<file path="config.mk">
export PLATFORM = sky130hd
export DESIGN_NAME = brownout_ctrl
export DESIGN_NICKNAME = d
export VERILOG_FILES = /design/src/rtl/brownout_pkg.sv /design/src/rtl/brownout_sync.sv /design/src/rtl/brownout_ctrl.sv
export SDC_FILE = /design/constraint.sdc
export NUM_CORES = 1
export LEC_CHECK = 0
export CAP_MARGIN = 10
export CORE_AREA = 4 4 55 57
export DETAILED_ROUTE_END_ITERATION = 8
export DIE_AREA = 0 0 59 61
export GPL_TIMING_DRIVEN = 0
export PLACE_DENSITY = 0.8
export SETUP_SLACK_MARGIN = 0.05
export SLEW_MARGIN = 20
export SYNTH_ARGS = -nofsm -noshare
export SYNTH_HDL_FRONTEND = slang
export SYNTH_SLANG_ARGS = --single-unit
</file>
<file path="constraint.sdc">
create_clock -name clk -period 4.02 [get_ports clk]
set_input_delay 1.206 -clock clk [delete_from_list [all_inputs] [get_ports clk]]
set_output_delay 1.206 -clock clk [all_outputs]
set_load 0.05 [all_outputs]
</file>
<file path="src/rtl/brownout_pkg.sv">
// Shared definitions for the brownout controller: FSM states, default timing
// and helpers for sizing its counters.
package brownout_pkg;

  typedef enum logic [1:0] {
    OFF         = 2'd0,
    BIAS_SETTLE = 2'd1,
    COMP_SETTLE = 2'd2,
    ACTIVE      = 2'd3
  } bo_state_t;

  localparam int DEF_SETTLE_CYC = 16;
  localparam int DEF_COMP_CYC   = 8;
  localparam int DEF_DBNC_CYC   = 8;

  localparam int              BO_CNT_W   = 8;
  localparam logic [BO_CNT_W-1:0] BO_CNT_MAX = 8'hFF;

  function automatic int max2(input int a, input int b);
    return (a > b) ? a : b;
  endfunction

  // Bits needed to hold values 0..n; never narrower than one bit.
  function automatic int cnt_width(input int n);
    if (n < 1) return 1;
    return $clog2(n + 1);
  endfunction

endpackage

</file>
<file path="src/rtl/brownout_sync.sv">
// Two-flop synchronizer bringing the raw comparator output into the clk domain.
module brownout_sync (
  input  logic clk,
  input  logic rstn,
  input  logic i_d,
  output logic o_q
);

  logic r_meta;
  logic r_sync;

  always_ff @(posedge clk or negedge rstn) begin
    if (!rstn) begin
      r_meta <= 1'b0;
      r_sync <= 1'b0;
    end else begin
      r_meta <= i_d;
      r_sync <= r_meta;
    end
  end

  assign o_q = r_sync;

endmodule

</file>
<file path="src/rtl/brownout_ctrl.sv">
// Brownout detector sequencer: powers up bias then comparator, debounces the
// comparator output into vunder and counts brownout events.
module brownout_ctrl
  import brownout_pkg::*;
#(
  parameter int SETTLE_CYC = DEF_SETTLE_CYC,
  parameter int COMP_CYC   = DEF_COMP_CYC,
  parameter int DBNC_CYC   = DEF_DBNC_CYC
) (
  input  logic                clk,
  input  logic                rstn,
  input  logic                ena,
  input  logic                isrc_sel,
  input  logic [2:0]          otrip,
  input  logic                vtrip_comp,
  input  logic                cnt_clr,
  output logic                ibias_ena,
  output logic                isrc_sel_o,
  output logic [2:0]          otrip_o,
  output logic                comp_ena,
  output logic                ready,
  output logic                vunder,
  output logic [BO_CNT_W-1:0] bo_cnt
);

  localparam int SET_W = cnt_width(max2(SETTLE_CYC, COMP_CYC));
  localparam int DB_W  = cnt_width(DBNC_CYC);
  localparam logic [SET_W-1:0] SETTLE_LAST = SET_W'(SETTLE_CYC - 1);
  localparam logic [SET_W-1:0] COMP_LAST   = SET_W'(COMP_CYC - 1);
  localparam logic [DB_W-1:0]  DB_LAST     = DB_W'(DBNC_CYC - 1);

  bo_state_t             r_state, w_state_next;
  logic [SET_W-1:0]      r_settle_cnt, w_settle_next;
  logic [DB_W-1:0]       r_dbnc_cnt, w_dbnc_next;
  logic                  r_vunder, w_vunder_next;
  logic [BO_CNT_W-1:0]   r_bo_cnt, w_bo_next;
  logic                  r_ibias_ena, r_comp_ena, r_ready;
  logic                  r_isrc_sel;
  logic [2:0]            r_otrip;
  logic                  w_comp_sync;
  logic                  w_rise;
  logic                  w_capture;

  brownout_sync u_sync (
    .clk  (clk),
    .rstn (rstn),
    .i_d  (vtrip_comp),
    .o_q  (w_comp_sync)
  );

  always_comb begin
    w_state_next  = r_state;
    w_settle_next = r_settle_cnt;
    if (!ena) begin
      w_state_next  = OFF;
      w_settle_next = '0;
    end else begin
      case (r_state)
        OFF: begin
          w_state_next  = BIAS_SETTLE;
          w_settle_next = '0;
        end
        BIAS_SETTLE: begin
          if (r_settle_cnt == SETTLE_LAST) begin
            w_state_next  = COMP_SETTLE;
            w_settle_next = '0;
          end else begin
            w_settle_next = r_settle_cnt + SET_W'(1);
          end
        end
        COMP_SETTLE: begin
          if (r_settle_cnt == COMP_LAST) begin
            w_state_next  = ACTIVE;
            w_settle_next = '0;
          end else begin
            w_settle_next = r_settle_cnt + SET_W'(1);
          end
        end
        ACTIVE:  w_settle_next = '0;
        default: w_state_next  = OFF;
      endcase
    end
  end

  assign w_capture = ena && (r_state == OFF);

  // A sample equal to the current flag restarts the run; a full run flips it.
  always_comb begin
    w_dbnc_next   = r_dbnc_cnt;
    w_vunder_next = r_vunder;
    w_rise        = 1'b0;
    if (!ena) begin
      w_dbnc_next   = '0;
      w_vunder_next = 1'b0;
    end else if (r_state == ACTIVE) begin
      if (w_comp_sync != r_vunder) begin
        if (r_dbnc_cnt == DB_LAST) begin
          w_dbnc_next   = '0;
          w_vunder_next = w_comp_sync;
          w_rise        = w_comp_sync;
        end else begin
          w_dbnc_next = r_dbnc_cnt + DB_W'(1);
        end
      end else begin
        w_dbnc_next = '0;
      end
    end else begin
      w_dbnc_next = '0;
    end
  end

  // Clear wins over increment, but a rise on the same edge still counts once.
  always_comb begin
    w_bo_next = r_bo_cnt;
    if (cnt_clr) begin
      w_bo_next = {{(BO_CNT_W-1){1'b0}}, w_rise};
    end else if (w_rise && (r_bo_cnt != BO_CNT_MAX)) begin
      w_bo_next = r_bo_cnt + BO_CNT_W'(1);
    end
  end

  always_ff @(posedge clk or negedge rstn) begin
    if (!rstn) begin
      r_state      <= OFF;
      r_settle_cnt <= '0;
      r_dbnc_cnt   <= '0;
      r_vunder     <= 1'b0;
      r_bo_cnt     <= '0;
      r_ibias_ena  <= 1'b0;
      r_comp_ena   <= 1'b0;
      r_ready      <= 1'b0;
      r_isrc_sel   <= 1'b0;
      r_otrip      <= '0;
    end else begin
      r_state      <= w_state_next;
      r_settle_cnt <= w_settle_next;
      r_dbnc_cnt   <= w_dbnc_next;
      r_vunder     <= w_vunder_next;
      r_bo_cnt     <= w_bo_next;
      r_ibias_ena  <= (w_state_next != OFF);
      r_comp_ena   <= (w_state_next == COMP_SETTLE) || (w_state_next == ACTIVE);
      r_ready      <= (w_state_next == ACTIVE);
      if (w_capture) begin
        r_isrc_sel <= isrc_sel;
        r_otrip    <= otrip;
      end
    end
  end

  assign ibias_ena  = r_ibias_ena;
  assign comp_ena   = r_comp_ena;
  assign ready      = r_ready;
  assign isrc_sel_o = r_isrc_sel;
  assign otrip_o    = r_otrip;
  assign vunder     = r_vunder;
  assign bo_cnt     = r_bo_cnt;

endmodule

</file>
Yosys cells after proc, flatten, opt, wreduce, memory -nomap -nowiden --
Cells that the tools add are included.
Operators by class: multiplexer cells 22, equality and inequality tests 13, add/subtract/negate cells 3, reductions and logical operators 8
Operators by type and width (number):
- two-way mux 4 bit | 4
- two-way mux 8 bit | 2
- two-way mux 5 bit | 3
- one-hot mux 5 bit (3 select lines) | 1
- adder 8 x 1 -> 8 bit (second input constant) | 1
- equality test 2 bit (second input constant) | 4
- two-way mux 1 bit | 8
- inequality test 8 bit (second input constant) | 1
- two-way mux 2 bit | 3
- inequality test 2 x 1 -> 1 bit (second input constant) | 3
- one-hot mux 2 bit (3 select lines) | 1
- adder 5 x 1 -> 5 bit (second input constant) | 1
- equality test 5 x 3 -> 1 bit (second input constant) | 1
- equality test 5 x 4 -> 1 bit (second input constant) | 1
- adder 4 x 1 -> 4 bit (second input constant) | 1
- equality test 4 x 3 -> 1 bit (second input constant) | 1
- nonzero test 2 bit | 2
- AND reduction 3 bit | 1
- equality test 2 x 1 -> 1 bit (second input constant) | 1
- logical AND 1 bit | 2
- logical NOT 2 bit | 1
- OR reduction 2 bit | 1
- logical OR 1 bit | 1
- inequality test 1 bit | 1
Storage, ports and cells: logic and storage cells 58, flip-flop bits (word level) 29, bits of input ports 9

Depth between registers and ports, before layout --
Gate-level depths: netlist of run 1.
depth in word-level cells 8, gate-level depth with buffers 7, gate-level depth less buffers 7

Cells and area by module --
Synthesis of run 1 repeated with hierarchy kept, for this count alone.
Unflattened totals: cells, all modules 125, area total of the unflattened synthesis 1342.5 sq um
Modules (own cells, without submodules):
- brownout_ctrl | instances 1, sequential area each 675.6 sq um, area an instance 1292.5 sq um, cells an instance 123
- brownout_sync | instances 1, sequential area each 50.0 sq um, area an instance 50.0 sq um, cells an instance 2

Worst setup path before layout of run 1 --
Ideal clock, no wire load.
path kind input-to-reg, from input port ena, to register r_bo_cnt[5], in the netlist bo_cnt[5], slack 1.487 ns, data arrival time 2.405 ns, path buffers 1, data required time 3.892 ns, stages 5, cell sequence nand3_2 or3_1 buf_2 nor4_1 mux2_1
Between the ends: cells in the longest elaborated chain, start to end 3
RTL lines:
- from (decl) | line brownout_ctrl.sv:12 | input logic ena,
- two-way mux 1 bit | line brownout_ctrl.sv:92 | if (!ena) begin
- logical AND 1 bit | line brownout_ctrl.sv:117 | end else if (w_rise && (r_bo_cnt != BO_CNT_MAX)) begin
- nonzero test 2 bit (no source line)
- to (signal assigned) | line brownout_ctrl.sv:139 | r_bo_cnt <= w_bo_next;
- to (decl) | line brownout_ctrl.sv:36 | logic [BO_CNT_W-1:0] r_bo_cnt, w_bo_next;
No other way between the ends. A chain may end at the register's enable or synchronous reset.

Worst setup path in the final report of run 1 --
Same ends and word-level chain as after synthesis.

==> results of run 1 <==
==> power groups by stage <==
stage | combinational (mW) | clock, mW | sequential [mW]
floorplan | 0.0143 | 0 | 0.335
detailed placement | 0.0687 | 0 | 0.312
CTS | 0.0689 | 0.205 | 0.306
finish | 0.0678 | 0.199 | 0.306
global route | 0.0725 | 0.226 | 0.307
global placement | 0.0677 | 0 | 0.311
==> how the worst max path moves through the flow <==
stage          from   endpoint
2_1_floorplan   ena  bo_cnt[5]
3_3_place_gp    ena  bo_cnt[7]
3_5_place_dp    ena  bo_cnt[7]
4_1_cts         ena  bo_cnt[7]
5_1_grt         ena  bo_cnt[7]
6_report        ena  bo_cnt[5]
==> final cells by class <==
type | count | area (µm²)
fill | 206 | 792.0
timing repair buffer | 24 | 235.2
buffer | 4 | 16.27
tap | 30 | 37.54
inverter | 4 | 15.01
clock inverter | 1 | 5.005
multi-input combinational | 88 | 585.6
clock buffer | 7 | 65.06
sequential | 29 | 725.7
==> cell usage after synthesis (2+ instances only) <==
cell	instances
dfrtp_1	29
nor2_1	10
nand2_1	7
nand3_1	6
nor2b_1	6
a21oi_1	5
ha_1	5
inv_1	4
mux2_2	4
o21ai_0	4
clkbuf_1	3
nor3_1	3
nor4_1	3
o31ai_1	3
or3_1	3
a31oi_1	2
and2_1	2
and3_1	2
mux2_1	2
nand2b_1	2
nand4_1	2
or2_2	2
xnor2_1	2
xor2_1	2
==> per-stage QoR <==
stage | instances | cell area (µm²) | worst slack (ns) | util [%]
after global routing | 187 | 1685 | 1.071 | 68.03
after CTS | 187 | 1685 | 1.155 | 68.03
after detailed placement | 179 | 1615 | 0.7967 | 65.20
final | 187 | 1685 | 1.164 | 68.03
after floorplan | 125 | 1343 | 1.487 | -
after global placement | 179 | 1620 | 0.8376 | 65.40
==> registers in the layout (all words and copies together), names as in the netlist <==
name / flops
u_sync.o_q: 1
otrip_o: 3
r_settle_cnt: 5
bo_cnt: 8
r_state: 2
ready: 1
u_sync.r_meta: 1
ibias_ena: 1
vunder: 1
comp_ena: 1
r_dbnc_cnt: 4
isrc_sel_o: 1
==> kinds of logic after synthesis <==
family,count (synthesis),share of synthesized area [%]
mux,6,5.032
buf+inv,8,2.329
simple gates,53,21.53
compound gates,20,9.786
flops,29,54.05
fa+ha+maj,5,4.660
xor+xnor,4,2.610
==> layer usage <==
| metal | up-vias | part of all wire, % | routed length (µm) | GRT usage [%] |
|---|---|---|---|---|
| li1 | 501 | - | - | - |
| met1 | 510 | 42 | 1070 | 18.58 |
| met2 | 18 | 51 | 1288 | 28.55 |
| met3 | 8 | 5.6 | 142 | 6.383 |
| met4 | 0 | 1.9 | 48 | 7.767 |
| met5 | - | 0 | 0 | 0 |
==> metrics.txt, run 1 <==
outcome=finished clean; Post-Syn Nets=approximately 140; Slowest-stage cell, CP=clkdlybuf4s50_1; Synth Flop Type=dfrtp_1; sequential power share=a little over half; initial DRC count=34; delay-heaviest family, CP=simple AND/OR/NAND/NOR gates; Cell Area, Synth=1343 µm²; Final Skew=0.007850 ns; WS Path Type=in2reg; Mapped Cells=125; Required @ worst endpoint=between 4 and 5 ns; Starting Density=54.19%; YS warnings=0; DIE WIDTH=just under 60 µm; Worst slew margin=58.35%; RePlAce Congestion=0.8242; ANT cells=0; Vias/cell=5.545; CTS tree=yes; Setup Fix Bufs, Post-CTS=0; Worst Hold End=u_sync.o_q; EDFF count, synth=0; clk_lat worst skew=0.33 ns; Die H=61 µm; Clk pwr share=a little over a third; Power per Cell Area=~340 nW/µm²; core footprint=roughly 2500 µm²; layout cells sized above 1=10.83%; largest net degree at the start of global routing=30; most area-hungry cell type in the Yosys netlist=dfrtp_1; initial antenna violation count=0; root buf cell=clkbuf_4; FP Rows=18; worst hold path type=reg2reg; Port Buf Inserts=24; Final period util=71.05%; switching power=~150 µW; Hold Slack=0.3550 ns; WP depth=6; vias in the first global route=981; I/O pin total=25; total power=573.0 µW; setup TNS=0 ns; CTS clk-pin slew, worst paths=0.09 ns; post-route ant nets=0; Slew @ Worst Pin=0.6191 ns; die area=3599 µm²; P&R area growth vs syn=25.54%; DRC Markers=0; sequence of cells on the critical path=clkdlybuf4s50_1 > nand3_2 > or3_1 > buf_2 > nor4_1 > mux2_1; hold_sp=u_sync.r_meta; switching share of power=25.32%; Yosys top cell area share=between 50% and 60%; slowest stage delay, CP=0.51 ns; Total GRT Usage=16.75%; Clock Path Buffers=2; detailed-route wire length per cell=13.63 µm; Lkg Pwr=between 0.7 and 0.8 nW; nets@finish=170; Final Max Tran Viols=0; worst-path fanout max=8; worst reg2reg path endpoint=bo_cnt[5]; RSZ-0062 raised after global routing=no; # resized after CTS=0; crit path buf inv count=2; clock sinks=29; Vias=approximately 1.0k; drt first pass iters=4; reg2reg start=r_dbnc_cnt[0]; FMAX=between 300 and 400 MHz; hold-critical path depth=0; register area share after synthesis=54.05%; Critical Path AT=slightly above 3 ns; setup slack, reg-to-reg=approximately 1.9 ns; most common cell after layout, fill and taps aside=dfrtp_1; Comb power frac=11.8%; Max Cap Viol=0; total grt overflow=0; first-pass GRT wire length=between 4 and 5 mm; # H-tree levels=2; hold buffer count at CTS=0; internal power=approximately 430 µW; crit path time final=2.856 ns; register bit total from synthesis=29; Worst Setup Start Kind=input pin; total CTS buffers=5; Post-Route WL=around 2.5 mm; ys async rst share=100.0%; Avg Inst Size Synth=roughly 11 µm²; cell depth of the worst flop-to-flop path=6; VDD IR-drop max=299.1 µV; Final Hold Vio Count=0; Final Setup Violations=0; Synth cell types=36; hpwl dp=1.905 mm; Worst setup EP type=flop; highest-count cells in the layout ignoring fill and taps=dfrtp_1, clkdlybuf4s50_1, nor2_1, nand2_1; synth top area cells=dfrtp_1, ha_1, mux2_2
Note: power is estimated with default switching activity, not from simulation.
==> inputs of run 2 (changes only) <==
Settings changed: CORE_AREA 4 4 55 57 to 4 4 57 59, DIE_AREA 0 0 59 61 to 0 0 61 63, PLACE_DENSITY 0.8 to 0.75.
Clock period 4.02 ns to 2.9 ns, I/O delays scaled along.
==> run 2 against run 1 <==
Worst hold slack improved by 0.0054 ns. Highest routed layer unchanged. Largest cell class unchanged. Via count rose by 0.19%. Design area fell by 1.0%. Combinational power rose by 38%. Sequential share of layout area rose by 0.45 points.
==> metrics.txt, run 2 (same netlist as run 1, synthesis figures left out) <==
outcome=finished clean (unchanged); Clock Path Buffers=2 (unchanged); first-pass GRT wire length=4.781 mm (was 4.326 mm); crit path time final=2.543 ns; hold buffer count at CTS=0 (unchanged); Starting Density=49.54% (was 54.19%); total CTS buffers=5 (unchanged); total grt overflow=0 (unchanged); ANT cells=0 (unchanged); worst hold path type=reg2reg (unchanged); clock sinks=29 (unchanged); Worst Hold End=u_sync.o_q (unchanged); highest-count cells in the layout ignoring fill and taps=dfrtp_1, clkdlybuf4s50_1, nor2_1, nand2_1 (unchanged); Vias/cell=5.527 (was 5.545); CTS tree=yes (unchanged); cell depth of the worst flop-to-flop path=6 (unchanged); # resized after CTS=0 (unchanged); Final Skew=0.004678 ns (was 0.007850 ns); largest net degree at the start of global routing=30 (unchanged); DIE WIDTH=61 µm (was 59 µm); DRC Markers=0 (unchanged); Power per Cell Area=449.1 nW/µm² (was 340.0 nW/µm²); Total GRT Usage=16.76% (was 16.75%); vias in the first global route=1058 (was 981); root buf cell=clkbuf_4 (unchanged); FP Rows=19 (was 18); Lkg Pwr=0.7179 nW (was 0.7272 nW); crit path buf inv count=1 (was 2); Worst Setup Start Kind=flop (was input pin); setup TNS=0 ns (unchanged); Storage cell area=725.7 µm² (unchanged); Critical Path AT=1.67 ns (was 3.08 ns); Slowest-stage cell, CP=clkdlybuf4s50_1 (unchanged); worst-path fanout max=8 (unchanged); hold_sp=u_sync.r_meta (unchanged); FMAX=393.2 MHz; Fill cells=246 (was 206); drt first pass iters=4 (unchanged); worst reg2reg path endpoint=bo_cnt[5] (unchanged); reg2reg start=r_dbnc_cnt[0] (unchanged); Setup Fix Bufs, Post-CTS=0 (unchanged); RSZ-0062 raised after global routing=no (unchanged); initial DRC count=43 (was 34); Final period util=between 80% and 90%; RePlAce Congestion=0.8463 (was 0.8242); # H-tree levels=2 (unchanged); CTS clk-pin slew, worst paths=0.09 ns (about the same); Required @ worst endpoint=2.03 ns (was 4.24 ns); most common cell after layout, fill and taps aside=dfrtp_1 (unchanged); post-route ant nets=0 (unchanged); WP depth=1 (was 6); WS Path Type=reg2out (was in2reg); Slew @ Worst Pin=0.6478 ns (was 0.6191 ns); slowest stage delay, CP=0.86 ns (was 0.51 ns); delay-heaviest family, CP=buffers and inverters (was simple AND/OR/NAND/NOR gates); Worst slew margin=56.81% (was 58.35%); Final Hold Vio Count=0 (unchanged); die area=3843 µm² (was 3599 µm²); total power=749.1 µW (was 573.0 µW); Die H=63 µm (was 61 µm); Vias=1039 (was 1037); hold-critical path depth=0 (unchanged); sequence of cells on the critical path=clkdlybuf4s50_1 (was clkdlybuf4s50_1 > nand3_2 > or3_1 > buf_2 > nor4_1 > mux2_1); clk_lat worst skew=0.33 ns (about the same); number of flip-flops in the largest register=8 (unchanged); setup slack, reg-to-reg=0.80 ns (was 1.93 ns); layout cells sized above 1=10.19% (was 10.83%); initial antenna violation count=0 (unchanged); P&R area growth vs syn=24.23% (was 25.54%); Final Setup Violations=0 (unchanged); Final Max Tran Viols=0 (unchanged); Post-Route WL=2.667 mm (was 2.549 mm); Port Buf Inserts=24 (unchanged); Worst setup EP type=primary output (was flop); core footprint=2710 µm² (was 2477 µm²); Max Cap Viol=0 (unchanged); nets@finish=170 (unchanged); detailed-route wire length per cell=14.19 µm (was 13.63 µm); VDD IR-drop max=371.8 µV (was 299.1 µV); area occupied by multi-input gates=585.6 µm² (unchanged); hpwl dp=1.918 mm (was 1.905 mm); I/O pin total=25 (unchanged)
## run 2: cell types whose count changed in the layout (fill, tap and decap cells not counted)
cell | previous run | this run
clkbuf_1 | 3 | 4
clkbuf_8 | 2 | 0
clkinv_2 | 1 | 2
## run 2: how the worst max path moves through the flow
stage | start | end | slack [ns]
2_1_floorplan | ena | bo_cnt[5] | 0.70
3_3_place_gp | ena | bo_cnt[7] | 0.08
3_5_place_dp | ena | bo_cnt[5] | 0.06
4_1_cts | bo_cnt[4] | bo_cnt[4] | 0.35
5_1_grt | bo_cnt[4] | bo_cnt[4] | 0.31
6_report | bo_cnt[4] | bo_cnt[4] | 0.36
## run 2: area by class of cell
| type | count | share of cell area, % |
|---|---|---|
| sequential | 29 | 43.51 |
| multi-input combinational | 88 | 35.11 |
| timing repair buffer | 24 | 14.10 |
| clock buffer | 6 | 2.476 |
| tap | 31 | 2.326 |
| buffer | 4 | 0.9752 |
| inverter | 4 | 0.9002 |
| clock inverter | 2 | 0.6001 |
## run 2: stage by stage
stage / hold WS, ns / instance area (µm²) / util (%) / setup slack [ns] / cells
floorplan: 0.3312 / 1343 / - / 0.7034 / 125
global placement: 0.3357 / 1622 / 59.83 / 0.08153 / 180
detailed placement: 0.3448 / 1617 / 59.65 / 0.05748 / 180
CTS: 0.3674 / 1668 / 61.54 / 0.3514 / 188
global route: 0.3785 / 1668 / 61.54 / 0.3070 / 188
finish: 0.3604 / 1668 / 61.54 / 0.3568 / 188
## run 2: power breakdown
group / leakage, nW / internal (mW) / switching [mW]
combinational: 0.300 / 0.0362 / 0.0573
sequential: 0.386 / 0.417 / 0.00713
clock: 0.0320 / 0.0920 / 0.140
## run 2: metal layers
metal | share of wire, % | global-route usage [%] | vias up
li1 | - | - | 500
met1 | 40 | 19.92 | 497
met3 | 6.5 | 7.231 | 8
met5 | 0 | 0 | -
met2 | 51 | 25.67 | 34
met4 | 2.1 | 7.588 | 0
==> inputs of run 3 (changes only) <==
Settings changed: CAP_MARGIN 10 to 20, CORE_AREA 4 4 57 59 to 2 2 55 57, DIE_AREA 0 0 61 63 to 0 0 57 59.
==> run 3 against run 2 <==
First-iteration DRC count fell by 12%. Sequential power barely moved. Fmax rose by 2.2%. Count of clock-buffer cells in the layout rose by 1. Power rose by 5.4%. Worst hold slack got worse by 0.0063 ns. Clock power rose by 17%. Die area fell by 12%. Flip-flop and latch count did not move. Wire length fell by 9.9%. Worst setup slack improved by 0.054 ns. Highest routed layer unchanged.
==> metrics.txt, run 3 (same netlist as run 1, synthesis figures left out) <==
total CTS buffers=5 (unchanged); CTS tree=yes (unchanged); Slew @ Worst Pin=0.6463 ns (was 0.6478 ns); sequence of cells on the critical path=clkdlybuf4s50_1 (unchanged); Required @ worst endpoint=2.03 ns (about the same); most common cell after layout, fill and taps aside=dfrtp_1 (unchanged); outcome=finished clean (unchanged); DP Area=1617 µm² (unchanged); crit path buf inv count=1 (unchanged); clk_lat worst skew=0.32 ns (was 0.33 ns); # H-tree levels=2 (unchanged); switching power=196.2 µW (was 204.3 µW); switching share of power=24.86% (was 27.27%); crit path time final=2.489 ns (was 2.543 ns); Slowest-stage cell, CP=clkdlybuf4s50_1 (unchanged); internal power=593.1 µW (was 544.8 µW); Setup Fix Bufs, Post-CTS=0 (unchanged); worst-path fanout max=8 (unchanged); FP Rows=19 (unchanged); clock sinks=29 (unchanged); initial antenna violation count=0 (unchanged); initial DRC count=38 (was 43); slowest stage delay, CP=0.84 ns (was 0.86 ns); Critical Path AT=1.62 ns (was 1.67 ns); drt first pass iters=4 (unchanged); # resized after CTS=0 (unchanged); die area=3363 µm² (was 3843 µm²); P&R area growth vs syn=25.63% (was 24.23%); DP Worst Slack=0.09055 ns (was 0.05748 ns); core footprint=2710 µm² (unchanged); CTS clk-pin slew, worst paths=0.09 ns (about the same); Power per Cell Area=468.0 nW/µm² (was 449.1 nW/µm²); number of flip-flops in the largest register=8 (unchanged); Post-Route WL=2.404 mm (was 2.667 mm); post-route ant nets=0 (unchanged); Final period util=85.82% (was 87.70%); vias in the first global route=976 (was 1058); final instance area=1687 µm² (was 1668 µm²); worst hold path type=reg2reg (unchanged); hpwl dp=1.770 mm (was 1.918 mm); Final Max Tran Viols=0 (unchanged); highest-count cells in the layout ignoring fill and taps=dfrtp_1, clkdlybuf4s50_1, nor2_1, nand2_1 (unchanged); RSZ-0062 raised after global routing=no (unchanged); DIE WIDTH=57 µm (was 61 µm); root buf cell=clkbuf_4 (unchanged); total grt overflow=0 (unchanged); largest net degree at the start of global routing=30 (unchanged); Max Cap Viol=0 (unchanged); Clk pwr share=34.5% (was 31.0%); I/O pin total=25 (unchanged); Vias=1022 (was 1039); Clock Path Buffers=2 (unchanged); Lkg Pwr=0.7272 nW (was 0.7179 nW); Fill cells=241 (was 246); hold buffer count at CTS=0 (unchanged); Final Skew=0.007972 ns (was 0.004678 ns); Worst slew margin=56.52% (was 56.81%); setup TNS=0 ns (unchanged); Total GRT Usage=16.36% (was 16.76%); Worst setup EP type=primary output (unchanged); sequential power share=53.7% (was 56.6%); DRC Markers=0 (unchanged); Vias/cell=5.436 (was 5.527); first-pass GRT wire length=4.126 mm (was 4.781 mm); Port Buf Inserts=24 (unchanged); detailed-route wire length per cell=12.79 µm (was 14.19 µm); delay-heaviest family, CP=buffers and inverters (unchanged); WS Path Type=reg2out (unchanged); Comb power frac=11.8% (was 12.5%); VDD IR-drop max=411.3 µV (was 371.8 µV); Final Setup Violations=0 (unchanged); Die H=59 µm (was 63 µm); Starting Density=49.54% (unchanged); RePlAce Congestion=0.7433 (was 0.8463); crit path setup slack, layout=0.4111 ns (was 0.3568 ns); ANT cells=0 (unchanged); Worst Setup Start Kind=flop (unchanged); layout cells sized above 1=10.83% (was 10.19%); FMAX=401.8 MHz (was 393.2 MHz); nets@finish=170 (unchanged); Final Hold Vio Count=0 (unchanged)
run 3: through the flow:
stage	power, mW	util, %	hold WS, ns	instances
after CTS	0.8008	62.23	0.3561	188
after detailed placement	0.5261	59.65	0.3355	180
after global routing	0.8293	62.23	0.3645	188
final	0.7893	62.23	0.3541	188
after global placement	0.5248	59.83	0.3344	180
after floorplan	0.4841	-	0.3312	125
run 3: path summary, 6_finish.rpt:
check                         startpoint         end  slack (ns)  cells after the start
min in group asynchronous           rstn   bo_cnt[3]        0.55                      1
hold / removal             u_sync.r_meta  u_sync.o_q        0.35                      0
hold reg to reg            u_sync.r_meta  u_sync.o_q        0.35                      0
setup / recovery               bo_cnt[4]   bo_cnt[4]        0.41                      1
setup reg to reg           r_dbnc_cnt[0]   bo_cnt[7]        0.83                      6
max in group asynchronous           rstn   bo_cnt[4]        1.94                      1
run 3: power groups by stage:
stage               Sequential [mW]  Clock (mW)  Combinational [mW]
floorplan                     0.464           0              0.0198
CTS                           0.424       0.282              0.0945
finish                        0.424       0.272              0.0932
global route                  0.426       0.304              0.0994
global placement              0.431           0              0.0936
detailed placement            0.432           0              0.0943
run 3: area by class of cell:
class	instances	area [µm²]	area share, %
Buffer	4	16.27	0.9644
Clock inverter	1	5.005	0.2967
Tap cell	31	38.79	2.300
Multi-Input combinational cell	88	585.6	34.72
Inverter	4	15.01	0.8902
Sequential cell	29	725.7	43.03
Timing Repair Buffer	24	235.2	13.95
Clock buffer	7	65.06	3.858
run 3: layer usage:
metal	vias to the layer above	global-route usage, %	part of all wire, %
met5	-	0	0
met4	0	5.980	1.2
met3	4	6.769	5.5
met2	17	27.91	53
met1	495	18.52	40
li1	506	-	-
